===== src/rtl/mmio_pkg.sv =====
// Shared types and constants for the load/store bridge: FSM states, RISC-V
// funct3 size codes, IO window geometry and the timeout read pattern.
package mmio_pkg;

    typedef enum logic [1:0] {
        IDLE    = 2'd0,
        RAM_RD  = 2'd1,
        IO_WAIT = 2'd2,
        RESP    = 2'd3
    } state_e;

    localparam logic [2:0] F3_LB  = 3'b000;
    localparam logic [2:0] F3_LH  = 3'b001;
    localparam logic [2:0] F3_LW  = 3'b010;
    localparam logic [2:0] F3_LBU = 3'b100;
    localparam logic [2:0] F3_LHU = 3'b101;
    localparam logic [2:0] F3_SB  = 3'b000;
    localparam logic [2:0] F3_SH  = 3'b001;
    localparam logic [2:0] F3_SW  = 3'b010;

    localparam int          IO_WIN_BYTES = 16;
    localparam logic [31:0] ERR_DATA     = 32'hDEAD_BEEF;

    function automatic logic misaligned(input logic [2:0] f3, input logic [1:0] lo);
        return ((f3[1:0] == 2'b01) && lo[0]) || ((f3[1:0] == 2'b10) && (lo != 2'b00));
    endfunction

    // Loads reject 011 and 11x; stores only know sb/sh/sw.
    function automatic logic bad_funct3(input logic we, input logic [2:0] f3);
        if (we) begin
            return !((f3 == F3_SB) || (f3 == F3_SH) || (f3 == F3_SW));
        end
        return (f3 == 3'b011) || (f3[2:1] == 2'b11);
    endfunction

endpackage


===== src/rtl/mmio_if.sv =====
// Bundle of the CPU request/done, data-RAM and IO-channel signals of the bridge.
// slave = the bridge itself; master = core, RAM and peripherals around it.
interface mmio_if #(
    parameter int ADDR_W = 32,
    parameter int RAM_AW = 14,
    parameter int NUM_IO = 4
) ();
    logic                cpu_req;
    logic                cpu_we;
    logic [ADDR_W-1:0]   cpu_addr;
    logic [2:0]          cpu_funct3;
    logic [31:0]         cpu_wdata;
    logic                cpu_done;
    logic [31:0]         cpu_rdata;
    logic                cpu_err;
    logic                cpu_busy;

    logic [RAM_AW-1:0]   ram_addr;
    logic [3:0]          ram_be;
    logic [31:0]         ram_wdata;
    logic [31:0]         ram_rdata;

    logic [NUM_IO-1:0]   io_sel;
    logic                io_we;
    logic [1:0]          io_reg;
    logic [31:0]         io_wdata;
    logic [NUM_IO*32-1:0] io_rdata;
    logic [NUM_IO-1:0]   io_ready;

    modport slave (
        input  cpu_req, cpu_we, cpu_addr, cpu_funct3, cpu_wdata,
        output cpu_done, cpu_rdata, cpu_err, cpu_busy,
        output ram_addr, ram_be, ram_wdata,
        input  ram_rdata,
        output io_sel, io_we, io_reg, io_wdata,
        input  io_rdata, io_ready
    );

    modport master (
        output cpu_req, cpu_we, cpu_addr, cpu_funct3, cpu_wdata,
        input  cpu_done, cpu_rdata, cpu_err, cpu_busy,
        input  ram_addr, ram_be, ram_wdata,
        output ram_rdata,
        input  io_sel, io_we, io_reg, io_wdata,
        output io_rdata, io_ready
    );
endinterface


===== src/rtl/mmio_lane.sv =====
// Combinational byte-lane logic: store enables/replicated data and load
// extraction with sign/zero extension, selected by funct3 and addr[1:0].
module mmio_lane
    import mmio_pkg::*;
(
    input  logic [2:0]  f3_i,
    input  logic [1:0]  lane_i,
    input  logic [31:0] wdata_i,
    input  logic [31:0] rword_i,
    output logic [3:0]  be_o,
    output logic [31:0] wlane_o,
    output logic [31:0] rext_o
);
    logic [31:0] shifted;

    always_comb begin
        shifted = rword_i >> {lane_i, 3'b000};

        case (f3_i)
            F3_SB:   begin be_o = 4'b0001 << lane_i; wlane_o = {4{wdata_i[7:0]}};  end
            F3_SH:   begin be_o = 4'b0011 << lane_i; wlane_o = {2{wdata_i[15:0]}}; end
            default: begin be_o = 4'b1111;           wlane_o = wdata_i;            end
        endcase

        case (f3_i)
            F3_LB:   rext_o = {{24{shifted[7]}}, shifted[7:0]};
            F3_LBU:  rext_o = {24'b0, shifted[7:0]};
            F3_LH:   rext_o = {{16{shifted[15]}}, shifted[15:0]};
            F3_LHU:  rext_o = {16'b0, shifted[15:0]};
            F3_LW:   rext_o = shifted;
            default: rext_o = shifted;
        endcase
    end
endmodule


===== src/rtl/mmio_bridge.sv =====
// Load/store bridge from the execute stage to data RAM and NUM_IO IO channels; the core holds cpu_req until cpu_done.
// Latency: store/error 1 cycle, RAM load 2, IO 1 cycle after io_ready; MMIO_TIMEOUT_EN bounds the IO wait.
module mmio_bridge
    import mmio_pkg::*;
#(
    parameter int          DATA_W  = 32,
    parameter int          ADDR_W  = 32,
    parameter int          RAM_AW  = 14,
    parameter int          NUM_IO  = 4,
    parameter logic [31:0] IO_BASE = 32'hFFFF_FC00,
    parameter int          TIMEOUT = 255
) (
    input  logic  clk,
    input  logic  rst,
    mmio_if.slave bus
);
    localparam int WIN_SH = $clog2(IO_WIN_BYTES);

    if (DATA_W != 32 || NUM_IO < 1 || NUM_IO > 8 || TIMEOUT < 1 || TIMEOUT > 255) begin : g_bad_cfg
        $error("mmio_bridge: unsupported parameter set");
    end

    state_e            state_q, state_d;
    logic              we_q, we_d;
    logic [ADDR_W-1:0] addr_q, addr_d;
    logic [2:0]        f3_q, f3_d;
    logic [DATA_W-1:0] wdata_q, wdata_d;
    logic [DATA_W-1:0] rdata_q, rdata_d;
    logic              err_q, err_d;

`ifdef MMIO_TIMEOUT_EN
    localparam logic [7:0] TO_LAST = 8'(TIMEOUT - 1);
    logic [7:0]        cnt_q, cnt_d;
`endif

    logic              acc, io_act;
    logic              cur_we;
    logic [ADDR_W-1:0] cur_addr, ch_full;
    logic [2:0]        cur_f3, ch_idx;
    logic [DATA_W-1:0] cur_wdata;
    logic              is_io, ch_ok, bad, sel_rdy;
    logic [31:0]       sel_word, rword, rext, wlane;
    logic [3:0]        be;

    // In IDLE the request is decoded straight from the core so the first
    // RAM/IO access happens in the acceptance cycle; afterwards from latches.
    assign acc       = (state_q == IDLE) && bus.cpu_req && rst;
    assign cur_we    = (state_q == IDLE) ? bus.cpu_we     : we_q;
    assign cur_addr  = (state_q == IDLE) ? bus.cpu_addr   : addr_q;
    assign cur_f3    = (state_q == IDLE) ? bus.cpu_funct3 : f3_q;
    assign cur_wdata = (state_q == IDLE) ? bus.cpu_wdata  : wdata_q;

    assign is_io   = cur_addr >= ADDR_W'(IO_BASE);
    assign ch_full = (cur_addr - ADDR_W'(IO_BASE)) >> WIN_SH;
    assign ch_ok   = ch_full < ADDR_W'(NUM_IO);
    assign ch_idx  = ch_full[2:0];
    assign bad     = bad_funct3(cur_we, cur_f3) || misaligned(cur_f3, cur_addr[1:0])
                   || (is_io && !ch_ok);

    always_comb begin
        sel_word = '0;
        sel_rdy  = 1'b0;
        for (int k = 0; k < NUM_IO; k++) begin
            if (ch_idx == 3'(k)) begin
                sel_word = bus.io_rdata[32*k +: 32];
                sel_rdy  = bus.io_ready[k];
            end
        end
    end

    assign rword = (state_q == RAM_RD) ? bus.ram_rdata : sel_word;

    mmio_lane u_lane (
        .f3_i    (cur_f3),
        .lane_i  (cur_addr[1:0]),
        .wdata_i (cur_wdata),
        .rword_i (rword),
        .be_o    (be),
        .wlane_o (wlane),
        .rext_o  (rext)
    );

    assign bus.cpu_rdata = rdata_q;
    assign bus.cpu_err   = err_q;

    always_comb begin
        state_d = state_q;
        we_d    = we_q;
        addr_d  = addr_q;
        f3_d    = f3_q;
        wdata_d = wdata_q;
        rdata_d = rdata_q;
        err_d   = err_q;
        io_act  = 1'b0;
`ifdef MMIO_TIMEOUT_EN
        cnt_d   = 8'd0;
`endif
        bus.cpu_done  = 1'b0;
        bus.cpu_busy  = 1'b0;
        bus.ram_addr  = '0;
        bus.ram_be    = '0;
        bus.ram_wdata = '0;
        bus.io_sel    = '0;
        bus.io_we     = 1'b0;
        bus.io_reg    = '0;
        bus.io_wdata  = '0;

        unique case (state_q)
            IDLE: begin
                if (acc) begin
                    we_d    = bus.cpu_we;
                    addr_d  = bus.cpu_addr;
                    f3_d    = bus.cpu_funct3;
                    wdata_d = bus.cpu_wdata;
                    if (bad) begin
                        err_d   = 1'b1;
                        rdata_d = '0;
                        state_d = RESP;
                    end else if (is_io) begin
                        io_act = 1'b1;
                        if (sel_rdy) begin
                            err_d   = 1'b0;
                            rdata_d = cur_we ? '0 : rext;
                            state_d = RESP;
                        end else begin
                            state_d = IO_WAIT;
                        end
                    end else begin
                        bus.ram_addr = cur_addr[RAM_AW+1:2];
                        if (cur_we) begin
                            bus.ram_be    = be;
                            bus.ram_wdata = wlane;
                            err_d         = 1'b0;
                            rdata_d       = '0;
                            state_d       = RESP;
                        end else begin
                            state_d = RAM_RD;
                        end
                    end
                end
            end
            RAM_RD: begin
                err_d   = 1'b0;
                rdata_d = rext;
                state_d = RESP;
            end
            IO_WAIT: begin
                io_act = 1'b1;
                if (sel_rdy) begin
                    err_d   = 1'b0;
                    rdata_d = cur_we ? '0 : rext;
                    state_d = RESP;
                end
`ifdef MMIO_TIMEOUT_EN
                else if (cnt_q == TO_LAST) begin
                    err_d   = 1'b1;
                    rdata_d = ERR_DATA;
                    state_d = RESP;
                end else begin
                    cnt_d = cnt_q + 8'd1;
                end
`endif
            end
            RESP: begin
                bus.cpu_done = 1'b1;
                state_d      = IDLE;
            end
        endcase

        // IO stores always move the whole word; io_reg picks the register.
        if (io_act && rst) begin
            bus.io_sel   = NUM_IO'(1) << ch_idx;
            bus.io_we    = cur_we;
            bus.io_reg   = cur_addr[3:2];
            bus.io_wdata = cur_wdata;
        end

        bus.cpu_busy = rst && (acc || (state_q != IDLE));
        if (!rst) begin
            bus.cpu_done = 1'b0;
        end
    end

    always_ff @(posedge clk) begin
        if (!rst) begin
            state_q <= IDLE;
            we_q    <= 1'b0;
            addr_q  <= '0;
            f3_q    <= '0;
            wdata_q <= '0;
            rdata_q <= '0;
            err_q   <= 1'b0;
`ifdef MMIO_TIMEOUT_EN
            cnt_q   <= 8'd0;
`endif
        end else begin
            state_q <= state_d;
            we_q    <= we_d;
            addr_q  <= addr_d;
            f3_q    <= f3_d;
            wdata_q <= wdata_d;
            rdata_q <= rdata_d;
            err_q   <= err_d;
`ifdef MMIO_TIMEOUT_EN
            cnt_q   <= cnt_d;
`endif
        end
    end
endmodule

===== src/flat_wrapper.sv =====
// flat-port wrapper written by rule: the top's interface ports become plain ports
module mmio_bridge_flat import mmio_pkg::*;
#(
    parameter int          DATA_W  = 32,
    parameter int          ADDR_W  = 32,
    parameter int          RAM_AW  = 14,
    parameter int          NUM_IO  = 4,
    parameter logic [31:0] IO_BASE = 32'hFFFF_FC00,
    parameter int          TIMEOUT = 255
)
  (clk, rst, bus_cpu_req, bus_cpu_we, bus_cpu_addr, bus_cpu_funct3, bus_cpu_wdata, bus_cpu_done, bus_cpu_rdata, bus_cpu_err, bus_cpu_busy, bus_ram_addr, bus_ram_be, bus_ram_wdata, bus_ram_rdata, bus_io_sel, bus_io_we, bus_io_reg, bus_io_wdata, bus_io_rdata, bus_io_ready);
  mmio_if #(.ADDR_W(ADDR_W), .RAM_AW(RAM_AW), .NUM_IO(NUM_IO)) bus_i ();
  input  logic clk;
  input  logic rst;
  input wire logic [$bits(bus_i.cpu_req)-1:0] bus_cpu_req;
  input wire logic [$bits(bus_i.cpu_we)-1:0] bus_cpu_we;
  input wire logic [$bits(bus_i.cpu_addr)-1:0] bus_cpu_addr;
  input wire logic [$bits(bus_i.cpu_funct3)-1:0] bus_cpu_funct3;
  input wire logic [$bits(bus_i.cpu_wdata)-1:0] bus_cpu_wdata;
  output wire logic [$bits(bus_i.cpu_done)-1:0] bus_cpu_done;
  output wire logic [$bits(bus_i.cpu_rdata)-1:0] bus_cpu_rdata;
  output wire logic [$bits(bus_i.cpu_err)-1:0] bus_cpu_err;
  output wire logic [$bits(bus_i.cpu_busy)-1:0] bus_cpu_busy;
  output wire logic [$bits(bus_i.ram_addr)-1:0] bus_ram_addr;
  output wire logic [$bits(bus_i.ram_be)-1:0] bus_ram_be;
  output wire logic [$bits(bus_i.ram_wdata)-1:0] bus_ram_wdata;
  input wire logic [$bits(bus_i.ram_rdata)-1:0] bus_ram_rdata;
  output wire logic [$bits(bus_i.io_sel)-1:0] bus_io_sel;
  output wire logic [$bits(bus_i.io_we)-1:0] bus_io_we;
  output wire logic [$bits(bus_i.io_reg)-1:0] bus_io_reg;
  output wire logic [$bits(bus_i.io_wdata)-1:0] bus_io_wdata;
  input wire logic [$bits(bus_i.io_rdata)-1:0] bus_io_rdata;
  input wire logic [$bits(bus_i.io_ready)-1:0] bus_io_ready;
  assign bus_i.cpu_req = bus_cpu_req;
  assign bus_i.cpu_we = bus_cpu_we;
  assign bus_i.cpu_addr = bus_cpu_addr;
  assign bus_i.cpu_funct3 = bus_cpu_funct3;
  assign bus_i.cpu_wdata = bus_cpu_wdata;
  assign bus_cpu_done = bus_i.cpu_done;
  assign bus_cpu_rdata = bus_i.cpu_rdata;
  assign bus_cpu_err = bus_i.cpu_err;
  assign bus_cpu_busy = bus_i.cpu_busy;
  assign bus_ram_addr = bus_i.ram_addr;
  assign bus_ram_be = bus_i.ram_be;
  assign bus_ram_wdata = bus_i.ram_wdata;
  assign bus_i.ram_rdata = bus_ram_rdata;
  assign bus_io_sel = bus_i.io_sel;
  assign bus_io_we = bus_i.io_we;
  assign bus_io_reg = bus_i.io_reg;
  assign bus_io_wdata = bus_i.io_wdata;
  assign bus_i.io_rdata = bus_io_rdata;
  assign bus_i.io_ready = bus_io_ready;
  mmio_bridge #(.DATA_W(DATA_W), .ADDR_W(ADDR_W), .RAM_AW(RAM_AW), .NUM_IO(NUM_IO), .IO_BASE(IO_BASE), .TIMEOUT(TIMEOUT)) u_core (.clk(clk), .rst(rst), .bus(bus_i));
endmodule

===== config.mk =====
export PLATFORM = sky130hd
export DESIGN_NAME = mmio_bridge_flat
export DESIGN_NICKNAME = d
export VERILOG_FILES = /design/src/rtl/mmio_pkg.sv /design/src/rtl/mmio_if.sv /design/src/rtl/mmio_lane.sv /design/src/rtl/mmio_bridge.sv /design/src/flat_wrapper.sv
export SDC_FILE = /design/constraint.sdc
export NUM_CORES = 1
export LEC_CHECK = 0
export CAP_MARGIN = 15
export CORE_ASPECT_RATIO = 1.1
export CORE_MARGIN = 3
export CORE_UTILIZATION = 39
export DETAILED_ROUTE_END_ITERATION = 16
export HOLD_SLACK_MARGIN = 0.15
export PLACE_DENSITY = 0.79
export SYNTH_ARGS = -nofsm -noshare
export SYNTH_HDL_FRONTEND = slang
export SYNTH_SLANG_ARGS = --single-unit
export TNS_END_PERCENT = 50

===== constraint.sdc =====
create_clock -name clk -period 3.3 [get_ports clk]
set_clock_uncertainty 0.1 [all_clocks]
set_input_delay 0.495 -clock clk [delete_from_list [all_inputs] [get_ports clk]]
set_output_delay 0.495 -clock clk [all_outputs]
set_load 0.03 [all_outputs]

**After elaboration in Yosys (flattened, before gate mapping)**

Cells that the tools add are included.

- Register bits: 103
- Output and inout bits: 124

- Add/subtract/negate cells: 1
- Order comparisons: 2
- Equal/unequal tests: 17
- Shift-type cells: 4
- Multiplexer cells: 63
- Reductions and logical operators: 25

Operator list:

| operator | count |
|---|---|
| 32-bit 2-to-1 mux | 19 |
| 32-bit case mux with 4 select lines | 1 |
| 32-bit case mux with 3 select lines | 1 |
| 32-bit case mux with 2 select lines | 1 |
| 14-bit 2-to-1 mux | 4 |
| 32-bit >= comparator, second input constant | 1 |
| 32-bit by 5-bit right shift with 32-bit output | 1 |
| 32-bit subtractor, second input constant | 1 |
| 28-bit by 3-bit < comparator with 1-bit output, second input constant | 1 |
| 4-bit 2-to-1 mux | 6 |
| 1-bit 2-to-1 mux | 20 |
| 3-bit by 2-bit equality test with 1-bit output, second input constant | 4 |
| 2-bit 2-to-1 mux | 6 |
| 2-bit equality test, second input constant | 4 |
| 2-bit case mux with 4 select lines | 1 |
| 4-bit case mux with 2 select lines | 1 |
| 1-bit logical AND | 7 |
| 1-bit logical OR | 7 |
| 3-bit by 1-bit equality test with 1-bit output, second input constant | 2 |
| 3-bit equality test, second input constant | 2 |
| 3-bit logical NOT | 2 |
| 2-bit by 1-bit equality test with 1-bit output, second input constant | 2 |
| 2-bit by 1-bit != test with 1-bit output, second input constant | 2 |
| 4-bit by 1-bit != test with 1-bit output, second input constant | 1 |
| 12 further kinds | 15 |

**Longest topological paths before layout**

- Depth in word-level cells: 17
- Depth in mapped cells: 15
- Mapped depth without buffers: 10

**Modules after synthesis**

Synthesis repeated with hierarchy kept, for this count alone.

- Cells, all modules: 1139
- Area total of the unflattened synthesis: 8336.7 sq um

By module, submodules not included:

| module | instances | cells an instance | area each (sq um) | seq. area each (sq um) |
|---|---|---|---|---|
| mmio_bridge | 1 | 965 | 7078.0 | 2062.0 |
| mmio_lane | 1 | 174 | 1258.7 | 0.0 |

**Worst setup path before layout**

OpenSTA, ideal clock, no wires.

- Path kind: register -> output
- Start: reg u_core.state_q[0]
- End: out bus_io_sel[0]
- Arrival: 3.405 ns
- Path slack: -0.700 ns
- Stages on the path, launching flop included: 13
- Cell sequence: dfxtp_1 > inv_1 > ha_1 > buf_6 > nand2b_4 > or4_4 > a222oi_1 > o2111ai_1 > or2_2 > nor2_1 > o21ai_0 > clkbuf_1 > nor3_1

- Longest elaborated chain between the ends: 15
- Elaborated cells between the ends (all ways): 39
- Classes of those cells: 1 x add/sub; 2 x order compare; 7 x eq/ne; 1 x shift; 11 x mux; 17 x reduce/logical

RTL lines:

| element | line | source |
|---|---|---|
| start, declared | mmio_bridge.sv:23 | `state_e state_q, state_d;` |
| start signal, assigned | mmio_bridge.sv:197 | `state_q <= state_d;` |
| parallel branches: the longest is 14 deep, another holds 32-bit subtractor | -- |  |
| 4-bit 2-to-1 mux * | mmio_bridge.sv:171 | `if (io_act && rst) begin` |
| end, declared | flat_wrapper.sv:28 | `output wire logic [$bits(bus_i.io_sel)-1:0] bus_io_sel;` |

Mark *: on every way between the ends. The select of a mux whose other input is x is not followed.

**Worst setup path after layout**

- Start: reg u_core.state_q[0]
- End: out bus_io_sel[1]

Same word-level chain as after synthesis.

==> flow_summary.json <==
{
  "utilization_pct": 72.8,
  "p_leak_nw": 5.60,
  "finalPower_mw": 10.1,
  "final-setup-viol-count": 117,
  "antenna_found_initial": 0,
  "drtIter0Drc": 884,
  "grt_pass1_vias": 10100,
  "synth_cells": 1101,
  "path_class": "register to output pin",
  "crit_fanout": 6,
  "tns_ns": -35.82,
  "hold_path.class": "register to register",
  "rr_endpoint": "u_core.bus.cpu_rdata[22]$_SDFFE_PN0P_",
  "min_period_ns": 3.80,
  "die_area_um2": 21800,
  "clock-sinks": 103,
  "antenna_left": 0,
  "synth_commonest_cells": "216 x nand2_1, 144 x nor2_1, 134 x a21oi_1",
  "syn_area_um2": 7830,
  "p_per_area_nw_per_um2": 712,
  "drt_wl_total_mm": 36.5,
  "period_share_pct": 115,
  "busiest_layer": "met2",
  "clkTransAtPathRegs_ns": 0.08,
  "fin_hold_ws_ns": 0.355,
  "synth_fp_nets": 1342,
  "grt_util_met2_pct": 54.1,
  "core_um2": 19400,
  "status": "finished, violations left",
  "vias": 10300,
  "synth_edf_count": 0,
  "synth-seq-area-share_pct": 26.3,
  "cts_hold_buf": 0,
  "num-fill-cells": 1528,
  "arrival_ns": 3.21,
  "reg2reg_depth": 16,
  "crit_required_ns": 2.70,
  "synthToLayoutAreaGrowth_pct": 80.6,
  "hpwl_mm": 28.6,
  "die_w_um": 141,
  "io_pins": 359,
  "clockRootBuffer": "clkbuf_16",
  "die_y_um": 155,
  "drc_errors": 0,
  "start_util_pct": 40.3,
  "crit_end": "bus_io_sel[1]",
  "dr.pass1.iters": 5,
  "vias_per_cell": 5.67,
  "end_kind": "output pin",
  "drive_gt1_share_pct": 27.7,
  "syn_avg_cell_area_um2": 7.11,
  "use_met3_pct": 5.78,
  "synth.top_cells.by_area": "dfxtp_1 26%, nand2_1 10%, mux2i_1 9.2%, a21oi_1 8.6%, nor2_1 6.9%",
  "overflow": 0,
  "maxCapViolCount": 0,
  "design_area_um2": 14100,
  "yosysWarnings": 0,
  "async_flop_share_pct": 0,
  "h-tree-depth": 3,
  "port-buffer-count": 358,
  "rsz0062_at_grt": "true",
  "crit_start": "u_core.state_q[0]$_SDFFE_PN0P_",
  "worst_pin_slew_ns": 0.964,
  "synth_cell_types": 72,
  "placed_area_um2": 13300,
  "cts_buffer_depth": 2,
  "gp_congestion": 1.02,
  "violations": "setup timing",
  "grtUsageTotal_pct": 31.7,
  "synthFlopType": "dfxtp_1",
  "use_met1_pct": 39.0,
  "grt_max_degree": 69,
  "final_max_slew_viol_count": 0,
  "peakVddDrop_mv": 0.462,
  "slew_headroom_pct": 35.2,
  "r2r_start": "u_core.state_q[0]$_SDFFE_PN0P_",
  "synth_area_leader_cell": "dfxtp_1",
  "synth.top_cell.area_share_pct": 26.3,
  "seq_area_um2": 2060,
  "fin_nets": 1800,
  "grt_pass1_wl_mm": 55.1,
  "wl_per_cell_um": 20.2,
  "fp-row-count": 53,
  "synth_most_common_cell": "nand2_1",
  "multi_input_area_um2": 6270,
  "hold_viol": 0,
  "fmax_ghz": 0.263,
  "fin_ws_ns": -0.503,
  "cts_tree": "yes",
  "r2r_slack_ns": -0.16,
  "clkLatencyLatePin_ns": 0.35,
  "synth-seq-cells": 103,
  "start_kind": "register",
  "cts_buffers": 9
}
[registers in the layout (all words and copies together) (netlist names)]
name,flops
u_core.bus.cpu_rdata,32
u_core.f3_q,3
u_core.addr_q,32
u_core.state_q,2
u_core.wdata_q,32
u_core.we_q,1
u_core.bus.cpu_err,1
[what timing repair did]
action,in CTS,in global routing
gates resized for setup,92,31
endpoints found under the setup margin,120,121
buffers inserted,8,7
pin swaps,23,23
[worst min path at each step]
| stage | end | startpoint | cells after the start | slack [ns] |
|---|---|---|---|---|
| after global routing | u_core.addr_q[3]$_SDFFE_PN0P_ | u_core.addr_q[3]$_SDFFE_PN0P_ | 2 | 0.37 |
| after CTS | u_core.wdata_q[26]$_SDFFE_PN0P_ | u_core.wdata_q[26]$_SDFFE_PN0P_ | 2 | 0.36 |
| after floorplan | u_core.addr_q[26]$_SDFFE_PN0P_ | u_core.addr_q[26]$_SDFFE_PN0P_ | 2 | 0.33 |
| after global placement | u_core.addr_q[26]$_SDFFE_PN0P_ | u_core.addr_q[26]$_SDFFE_PN0P_ | 2 | 0.34 |
| after detailed placement | u_core.wdata_q[26]$_SDFFE_PN0P_ | u_core.wdata_q[26]$_SDFFE_PN0P_ | 2 | 0.35 |
| final | u_core.wdata_q[26]$_SDFFE_PN0P_ | u_core.wdata_q[26]$_SDFFE_PN0P_ | 2 | 0.36 |
[worst max-delay path, cell delays in order, from the launching register on]
cell and delay, ns:
dfxtp_2 0.34, inv_2 0.05, ha_4 0.18, nand2b_4 0.14, or4_4 0.54, a222oi_1 0.37, o2111ai_2 0.20, or2_4 0.29
nor2_4 0.10, o21ai_4 0.15, buf_12 0.22, nor3_4 0.12, buf_6 0.15
[where the power goes]
part           leakage [nW]  internal [mW]  switching (mW)  total (mW)
Clock                 0.149          0.537           0.541        1.08
Sequential            0.840           1.43           0.133        1.57
Combinational          4.61           3.20            4.23        7.43
[cell usage in the layout (no fill, tap or decap), types with 12 or more instances in the layout]
cell type        count
nor2_1              96
nand2b_1            33
a22o_1              28
o211ai_1            13
nand3_1             15
mux2i_1             65
nand4_1             12
dfxtp_1            101
a21oi_1            128
o31ai_1             18
buf_4              173
buf_12              20
nand2_1            214
nor2_4              42
buf_6               69
mux2_2              16
a211oi_4            19
o21ai_0             17
clkdlybuf4s50_1    268
[metal layers]
| metal | vias up | wire length (um) |
|---|---|---|
| met4 | 0 | 1750 |
| met5 | - | 0 |
| met2 | 487 | 17900 |
| li1 | 4883 | - |
| met1 | 4810 | 14300 |
| met3 | 91 | 2560 |
[logic make-up (layout without fill, tap and decap cells)]
group | count (synthesis) | after routing | synth area share (%)
adders and majority gates | 6 | 6 | 0.959
DFF | 103 | 103 | 26.3
buffers and inverters | 88 | 551 | 4.54
muxes | 90 | 90 | 12.0
other | 0 | 1 | 0
AOI/OAI and AO/OA | 330 | 330 | 28.7
and+or+nand+nor | 484 | 484 | 27.5
[cell type report]
| type | count | share of cell area (%) |
|---|---|---|
| Antenna cell | 1 | 0.0177 |
| Tap cell | 247 | 2.19 |
| Inverter | 4 | 0.106 |
| Clock buffer | 9 | 1.59 |
| Timing Repair Buffer | 531 | 36.6 |
| Sequential cell | 103 | 14.6 |
| Clock inverter | 7 | 0.549 |
| Multi-Input combinational cell | 910 | 44.4 |
[stage by stage]
stage / setup WS, ns / std cells
after floorplan: -0.158 / 1101
after global placement: -0.539 / 1784
after detailed placement: -0.570 / 1784
after CTS: -0.465 / 1807
after global routing: -0.623 / 1811
final: -0.503 / 1812
Note: power is estimated with default switching activity, not from simulation.
